### src/rtl/riscv_fetch_unit.sv
// Instruction fetch stage: owns the PC, issues one word-aligned request at a
// time to instruction memory and hands each fetched word (with its PC) to the
// decoder. Redirects from execute kill in-flight and held fetches.
module riscv_fetch_unit #(
    parameter int                     WORD_LENGTH = 32,
    parameter logic [WORD_LENGTH-1:0] RESET_PC    = '0
) (
    input  logic                   clk,
    input  logic                   rst,
    output logic                   imem_req_valid,
    input  logic                   imem_req_ready,
    output logic [WORD_LENGTH-1:0] imem_addr,
    input  logic                   imem_resp_valid,
    input  logic [WORD_LENGTH-1:0] imem_rdata,
    output logic                   inst_valid,
    input  logic                   inst_ready,
    output logic [WORD_LENGTH-1:0] inst,
    output logic [WORD_LENGTH-1:0] inst_pc,
    input  logic                   redirect_valid,
    input  logic [WORD_LENGTH-1:0] redirect_pc,
    output logic                   misalign_o
);

    typedef enum logic [2:0] {
        S_REQ,
        S_WAIT,
        S_VALID,
        S_DROP,
        S_HALT
    } state_t;

    state_t                 state;
    state_t                 state_next;
    logic [WORD_LENGTH-1:0] pc;
    logic [WORD_LENGTH-1:0] pc_next;
    logic [WORD_LENGTH-1:0] inst_q;
    logic [WORD_LENGTH-1:0] inst_next;
    logic [WORD_LENGTH-1:0] inst_pc_q;
    logic [WORD_LENGTH-1:0] inst_pc_next;
    logic                   misalign_q;
    logic                   misalign_next;
    logic                   redirect_aligned;

    assign redirect_aligned = (redirect_pc[1:0] == 2'b00);

    // Outputs are forced low while reset is asserted so nothing leaks out of a stale state.
    assign imem_req_valid = ~rst & (state == S_REQ);
    assign imem_addr      = rst ? '0 : pc;
    assign inst_valid     = ~rst & (state == S_VALID);
    assign inst           = rst ? '0 : inst_q;
    assign inst_pc        = rst ? '0 : inst_pc_q;
    assign misalign_o     = ~rst & misalign_q;

    // Next-state logic: a redirect overrides every normal transition; HALT only leaves on reset.
    always_comb begin
        state_next    = state;
        pc_next       = pc;
        inst_next     = inst_q;
        inst_pc_next  = inst_pc_q;
        misalign_next = misalign_q;

        if (redirect_valid && (state != S_HALT)) begin
            if (!redirect_aligned) begin
                misalign_next = 1'b1;
                state_next    = S_HALT;
            end else begin
                pc_next = redirect_pc;
                case (state)
                    S_REQ:   state_next = imem_req_ready ? S_DROP : S_REQ;
                    S_WAIT:  state_next = imem_resp_valid ? S_REQ : S_DROP;
                    S_DROP:  state_next = S_DROP;
                    S_VALID: state_next = S_REQ;
                    default: state_next = state;
                endcase
            end
        end else begin
            case (state)
                S_REQ: begin
                    if (imem_req_ready) begin
                        state_next = S_WAIT;
                    end
                end
                S_WAIT: begin
                    if (imem_resp_valid) begin
                        inst_next    = imem_rdata;
                        inst_pc_next = pc;
                        state_next   = S_VALID;
                    end
                end
                S_VALID: begin
                    if (inst_ready) begin
                        pc_next    = pc + WORD_LENGTH'(4);
                        state_next = S_REQ;
                    end
                end
                S_DROP: begin
                    if (imem_resp_valid) begin
                        state_next = S_REQ;
                    end
                end
                default: state_next = state;
            endcase
        end
    end

    // State register with synchronous reset back to RESET_PC.
    always_ff @(posedge clk) begin
        if (rst) begin
            state      <= S_REQ;
            pc         <= RESET_PC;
            inst_q     <= '0;
            inst_pc_q  <= '0;
            misalign_q <= 1'b0;
        end else begin
            state      <= state_next;
            pc         <= pc_next;
            inst_q     <= inst_next;
            inst_pc_q  <= inst_pc_next;
            misalign_q <= misalign_next;
        end
    end

endmodule

### config.mk
export PLATFORM = sky130hd
export DESIGN_NAME = riscv_fetch_unit
export DESIGN_NICKNAME = d
export VERILOG_FILES = /design/src/rtl/riscv_fetch_unit.sv
export SDC_FILE = /design/constraint.sdc
export NUM_CORES = 1
export LEC_CHECK = 0
export ABC_AREA = 1
export CAP_MARGIN = 25
export CORE_UTILIZATION = 42
export DETAILED_ROUTE_END_ITERATION = 7
export GPL_TIMING_DRIVEN = 1
export HOLD_SLACK_MARGIN = 0.06
export MAX_ROUTING_LAYER = met4
export PLACE_DENSITY = 0.76
export RECOVER_POWER = 25
export SYNTH_ARGS = -nofsm -noshare
export SYNTH_HDL_FRONTEND = slang
export SYNTH_SLANG_ARGS = --single-unit
### constraint.sdc
create_clock -name clk -period 1.5 [get_ports clk]
set_input_delay 0.3 -clock clk [delete_from_list [all_inputs] [get_ports clk]]
set_output_delay 0.3 -clock clk [all_outputs]
set_load 0.01 [all_outputs]
## After elaboration in Yosys (flattened, before gate mapping)

Cells that the tools add are included.

| cells by class | value |
|---|---|
| equal/unequal tests | 10 |
| add/sub/neg operators | 1 |
| bitwise gates (word level) | 6 |
| muxes and demuxes | 17 |
| reduce and logical (&&, ||, !) cells | 10 |

Operators by type and width:

| operator | count |
|---|---|
| 32-bit 2-to-1 mux | 7 |
| 32-bit by 3-bit adder with 32-bit output (second input constant) | 1 |
| 3-bit case mux with 4 select lines | 2 |
| 3-bit 2-to-1 mux | 6 |
| 3-bit inequality test (second input constant) | 3 |
| 3-bit by 2-bit equality test with 1-bit output (second input constant) | 2 |
| 3-bit by 2-bit inequality test with 1-bit output (second input constant) | 2 |
| 3-bit AND reduction | 2 |
| 6-bit AND reduction | 1 |
| 5-bit by 1-bit inequality test with 1-bit output (second input constant) | 1 |
| 5-bit nonzero test | 1 |
| 2-bit 2-to-1 mux | 2 |
| 2-bit nonzero test | 2 |
| 1-bit bitwise AND | 3 |
| 3-bit by 1-bit equality test with 1-bit output (second input constant) | 1 |
| 3-bit zero test | 1 |
| 1-bit inverter | 3 |
| 2-bit zero test | 1 |
| 2-bit inequality test (second input constant) | 1 |
| 2-bit AND reduction | 1 |
| 1-bit logical AND | 1 |

| word-level totals | value |
|---|---|
| input port bits | 70 |
| output and inout bits | 99 |
| logic and storage cells | 49 |
| flip-flop bits (word level) | 100 |

## Logic depth before layout (Yosys ltp)

Gate-level depths: netlist (run 1).

| depth | value |
|---|---|
| depth in word-level cells | 4 |
| mapped depth | 11 |

## Least setup slack after synthesis (run 1)

No wires, ideal clock.

| path | value |
|---|---|
| path kind | register to register |
| start point | reg pc[2] |
| end point | reg pc[20] |
| setup time | 112 ps |
| cell stages (with the launch flop) | 11 |
| slack | 92 ps |
| arrival | 1296 ps |
| cells stage by stage | dfxtp_1 ha_1 nand2_1 nor2_4 nand2_2 nor2_2 nand2_1 nand2_1 nand3_1 nand2_1 nand2_1 |

| between the ends | value |
|---|---|
| cells in the longest elaborated chain, start to end | 4 |

Ends and longest elaborated chain:

| item | RTL line | RTL |
|---|---|---|
| start, declared | 34 | `logic [WORD_LENGTH-1:0] pc;` |
| start signal, assigned | 116 | `pc <= pc_next;` |
| 32-bit by 3-bit adder with 32-bit output | 92 | `pc_next = pc + WORD_LENGTH'(4);` |
| 32-bit 2-to-1 mux | 91 | `if (inst_ready) begin` |
| 32-bit 2-to-1 mux | 77 | `case (state)` |
| 32-bit 2-to-1 mux | 62 | `if (redirect_valid && (state != S_HALT)) begin` |

No other way between the ends. The select of a mux whose other input is x is not followed.
A chain may end at the register's enable or synchronous reset.

## Worst setup path in the final report (run 1)

| path | value |
|---|---|
| start point | reg state[1] |
| end point | reg pc[13] |

| between the ends | value |
|---|---|
| cells in the longest elaborated chain, start to end | 4 |
| elaborated cells between the ends (all ways) | 8 |
| those cells by class | 3 x eq/ne; 1 x mux; 4 x reduce/logical |

Ends and longest elaborated chain:

| item | RTL line | RTL |
|---|---|---|
| start, declared | 32 | `state_t state;` |
| start signal, assigned | 115 | `state <= state_next;` |
| 3-bit inequality test | 62 |  |
| 1-bit logical AND | 62 |  |
| 2-bit inequality test (no source line) or 2-bit nonzero test (tied branches) | n/a |  |
| 3-bit AND reduction (no source line) | n/a |  |

Several ways; a longest one is shown, not always the timed one.

==> metrics.txt, run 1 <==
outcome finished, violations left; failing checks setup timing; FF+latch area 0.002043 sq mm; fin crit share 101.0%; clock tree root buffer cell clkbuf_16; wire per inst 13.80 microns; register area share after synthesis a little under two fifths; Setup crit end pc[13]$_SDFFE_PP0P_; Post-DRT Antenna Nets 0; maximum VDD drop 0.0004820 V; fin util 69.74%; flop2flop setup slack -10 ps; Remaining Overflow, GRT 0; RSZ-0062 raised after global routing true; worst r2r dst pc[13]$_SDFFE_PP0P_; Arr. time, crit path 1770 ps; most frequent cells in the layout 166 x nand2_1, 151 x nor2_1, 115 x inv_1; CP endpoint kind register; crit path cell chain nor2_4 -> buf_4 -> a21oi_4 -> buf_6 -> inv_8 -> clkbuf_16 -> nor2_1 -> nor2_1 -> nand2_1 -> nand2_1; Stages on worst setup path 10; Max-Cap Viols 0; Leakage about 4.4 nW; hold_buf cts 0; Cell variety after synth 22; htree depth 3; Slew @ Worst Pin 252.9 ps; Total Routed Length about 17 mm; placed cells 1225; Syn Inst Count 860; clock net sink count 100; worst hold slack ~450 ps; Hold Crit Class reg -> reg; dpl hpwl 11.19 mm; syn avg cell area a little over 6 sq um; Yosys reg bits 100; slowest stage delay, CP 380 ps; I/O Buffers 168; first-pass GRT wire length 24.43 mm; Die X 114.0 microns; I/O pin cnt 169; Crit path buffers/inverters 4; drt first-iter violations 484; fillers 1033; Worst setup SP type register; Worst Setup Slack, final -14.46 ps; non-filler cells, final 1259; Post-Syn Area 0.005266 sq mm; largest net degree at the start of global routing 67; Vias per Instance 4.924; Final nets 1157; maximum clock path buffer count 2; Std-Cell Rows 40; Slew Viols, Final 0; minimum clock period 1514 ps; power per cell area between 700 and 800 mW/mm^2; layout cells sized above 1 20.90%; CTS tree done; routability congestion estimate 0.8943; Fmax 660.3 MHz; FF-to-FF Start state[1]$_SDFFE_PP0P_; Die Area ~0.013 sq mm; CTS buffer count 9; Post-route DRC 0; Setup-failing EPs final 7; CTS clk-pin slew, worst paths 70 ps; Worst path slowest cell dfxtp_4; Fin. Hold Viols 0; Clock Latency Late Sink 350 ps; Core Region between 0.01 and 0.015 sq mm; CP Max Fanout 9; Slew HR about 83%; Initial Utilization 43.48%; kind of critical path reg -> reg; antenna violations before repair 0; First-pass DRT Iterations 6; Syn Nets about 930; area of the multi-input gates around 0.0029 sq mm; CP Launch Point state[1]$_SDFFE_PP0P_; worst slack at placement -274.2 ps; R2R cell count 10; n_diodes 0; Top delay family on crit path buffers and inverters; Die Y 114.0 microns; most common cell after layout, fill and taps aside nand2_1; number of global-route vias before repair 5183; Ys Warns 0; Required @ worst endpoint 1750 ps; overall power 6.606 mW; Worst Clk Skew 6.827 ps; via count 6199; GRT Total Usage 24.06%; area growth from synthesis to layout 60.39%
[worst min-delay path by stage]
stage	to	start	depth (start not counted)
2_1_floorplan	inst_pc_q[10]$_SDFFE_PP0P_	inst_pc_q[10]$_SDFFE_PP0P_	2
3_3_place_gp	inst_pc_q[5]$_SDFFE_PP0P_	inst_pc_q[5]$_SDFFE_PP0P_	2
3_5_place_dp	inst_q[25]$_SDFFE_PP0P_	inst_q[25]$_SDFFE_PP0P_	2
4_1_cts	state[2]$_SDFFE_PP0P_	rst	3
5_1_grt	state[2]$_SDFFE_PP0P_	rst	3
6_report	inst_q[25]$_SDFFE_PP0P_	inst_q[25]$_SDFFE_PP0P_	2
[tightest hold or removal path, stage by stage (launching register included)]
cell     delay [ps]
dfxtp_1         300
inv_1            60
a21oi_1          50
[Yosys cell counts (all sizes together)]
cell / count / area share, %
ha: 1 / 0.24
nor3: 1 / 0.095
nand3: 43 / 4.1
nand2: 183 / 13
a21oi: 74 / 7.1
and2: 1 / 0.12
dfxtp: 100 / 38
nor2: 200 / 15
clkbuf: 18 / 1.3
nand4: 3 / 0.36
o21ai: 88 / 8.4
inv: 122 / 8.7
buf: 26 / 3.1
[state kept, by name, summed over array words and instances, names as in the netlist]
name	count
pc	32
misalign_q	1
inst_pc_q	32
state	3
inst_q	32
[metal layers]
metal | routed length, microns | up-vias | share of wire [%] | GRT usage, %
li1 | - | 3110 | - | -
met1 | 7556 | 2779 | 44 | 31.98
met2 | 8086 | 262 | 47 | 38.22
met3 | 1213 | 48 | 7.0 | 2.710
met4 | 512 | 0 | 2.9 | 7.792
met5 | 0 | - | 0 | -
[power breakdown]
part / total, mW / internal [mW] / switching (mW)
Sequential: 2.90 / 2.81 / 0.0908
Combinational: 1.49 / 0.719 / 0.766
Clock: 2.22 / 1.14 / 1.08
Total: 6.61 / 4.67 / 1.94
[layout make-up]
cell class,count,area share [%]
timing repair buffer,259,30.66
sequential,100,24.19
multi-input combinational,594,33.79
tap,168,2.489
clock buffer,10,2.711
clock inverter,6,0.5629
inverter,122,5.599
[what timing repair did]
item                                    4_1_cts  5_1_grt
setup buffers                                 2       10
endpoints found under the setup margin      108      127
cloned                                        0        6
pin swaps                                     2       30
gates resized for setup                     118      160
[logic make-up (layout without fill, tap and decap cells)]
| logic type | count (synthesis) | after routing | synth area share (%) |
|---|---|---|---|
| simple gates | 431 | 431 | 33.24 |
| buf+inv | 166 | 397 | 13.04 |
| flops | 100 | 100 | 38.01 |
| fa+ha+maj | 1 | 1 | 0.2375 |
| compound gates | 162 | 162 | 15.47 |
[metrics by stage]
stage	instance area (sq um)	TNS (ps)
2_1_floorplan	5266	0
3_3_place_gp	7587	-28400
3_5_place_dp	7587	-30330
4_1_cts	7889	-5991
5_1_grt	8447	-1394
6_report	8447	-59.11
(Power assumes the default switching activity.)
==> run 2, diff against run 1 <==
ABC_CLOCK_PERIOD_IN_PS = 1500   (was unset)
==> results of run 2 <==
Same layout as run 1: the final DEF is identical, and so are final timing and power.
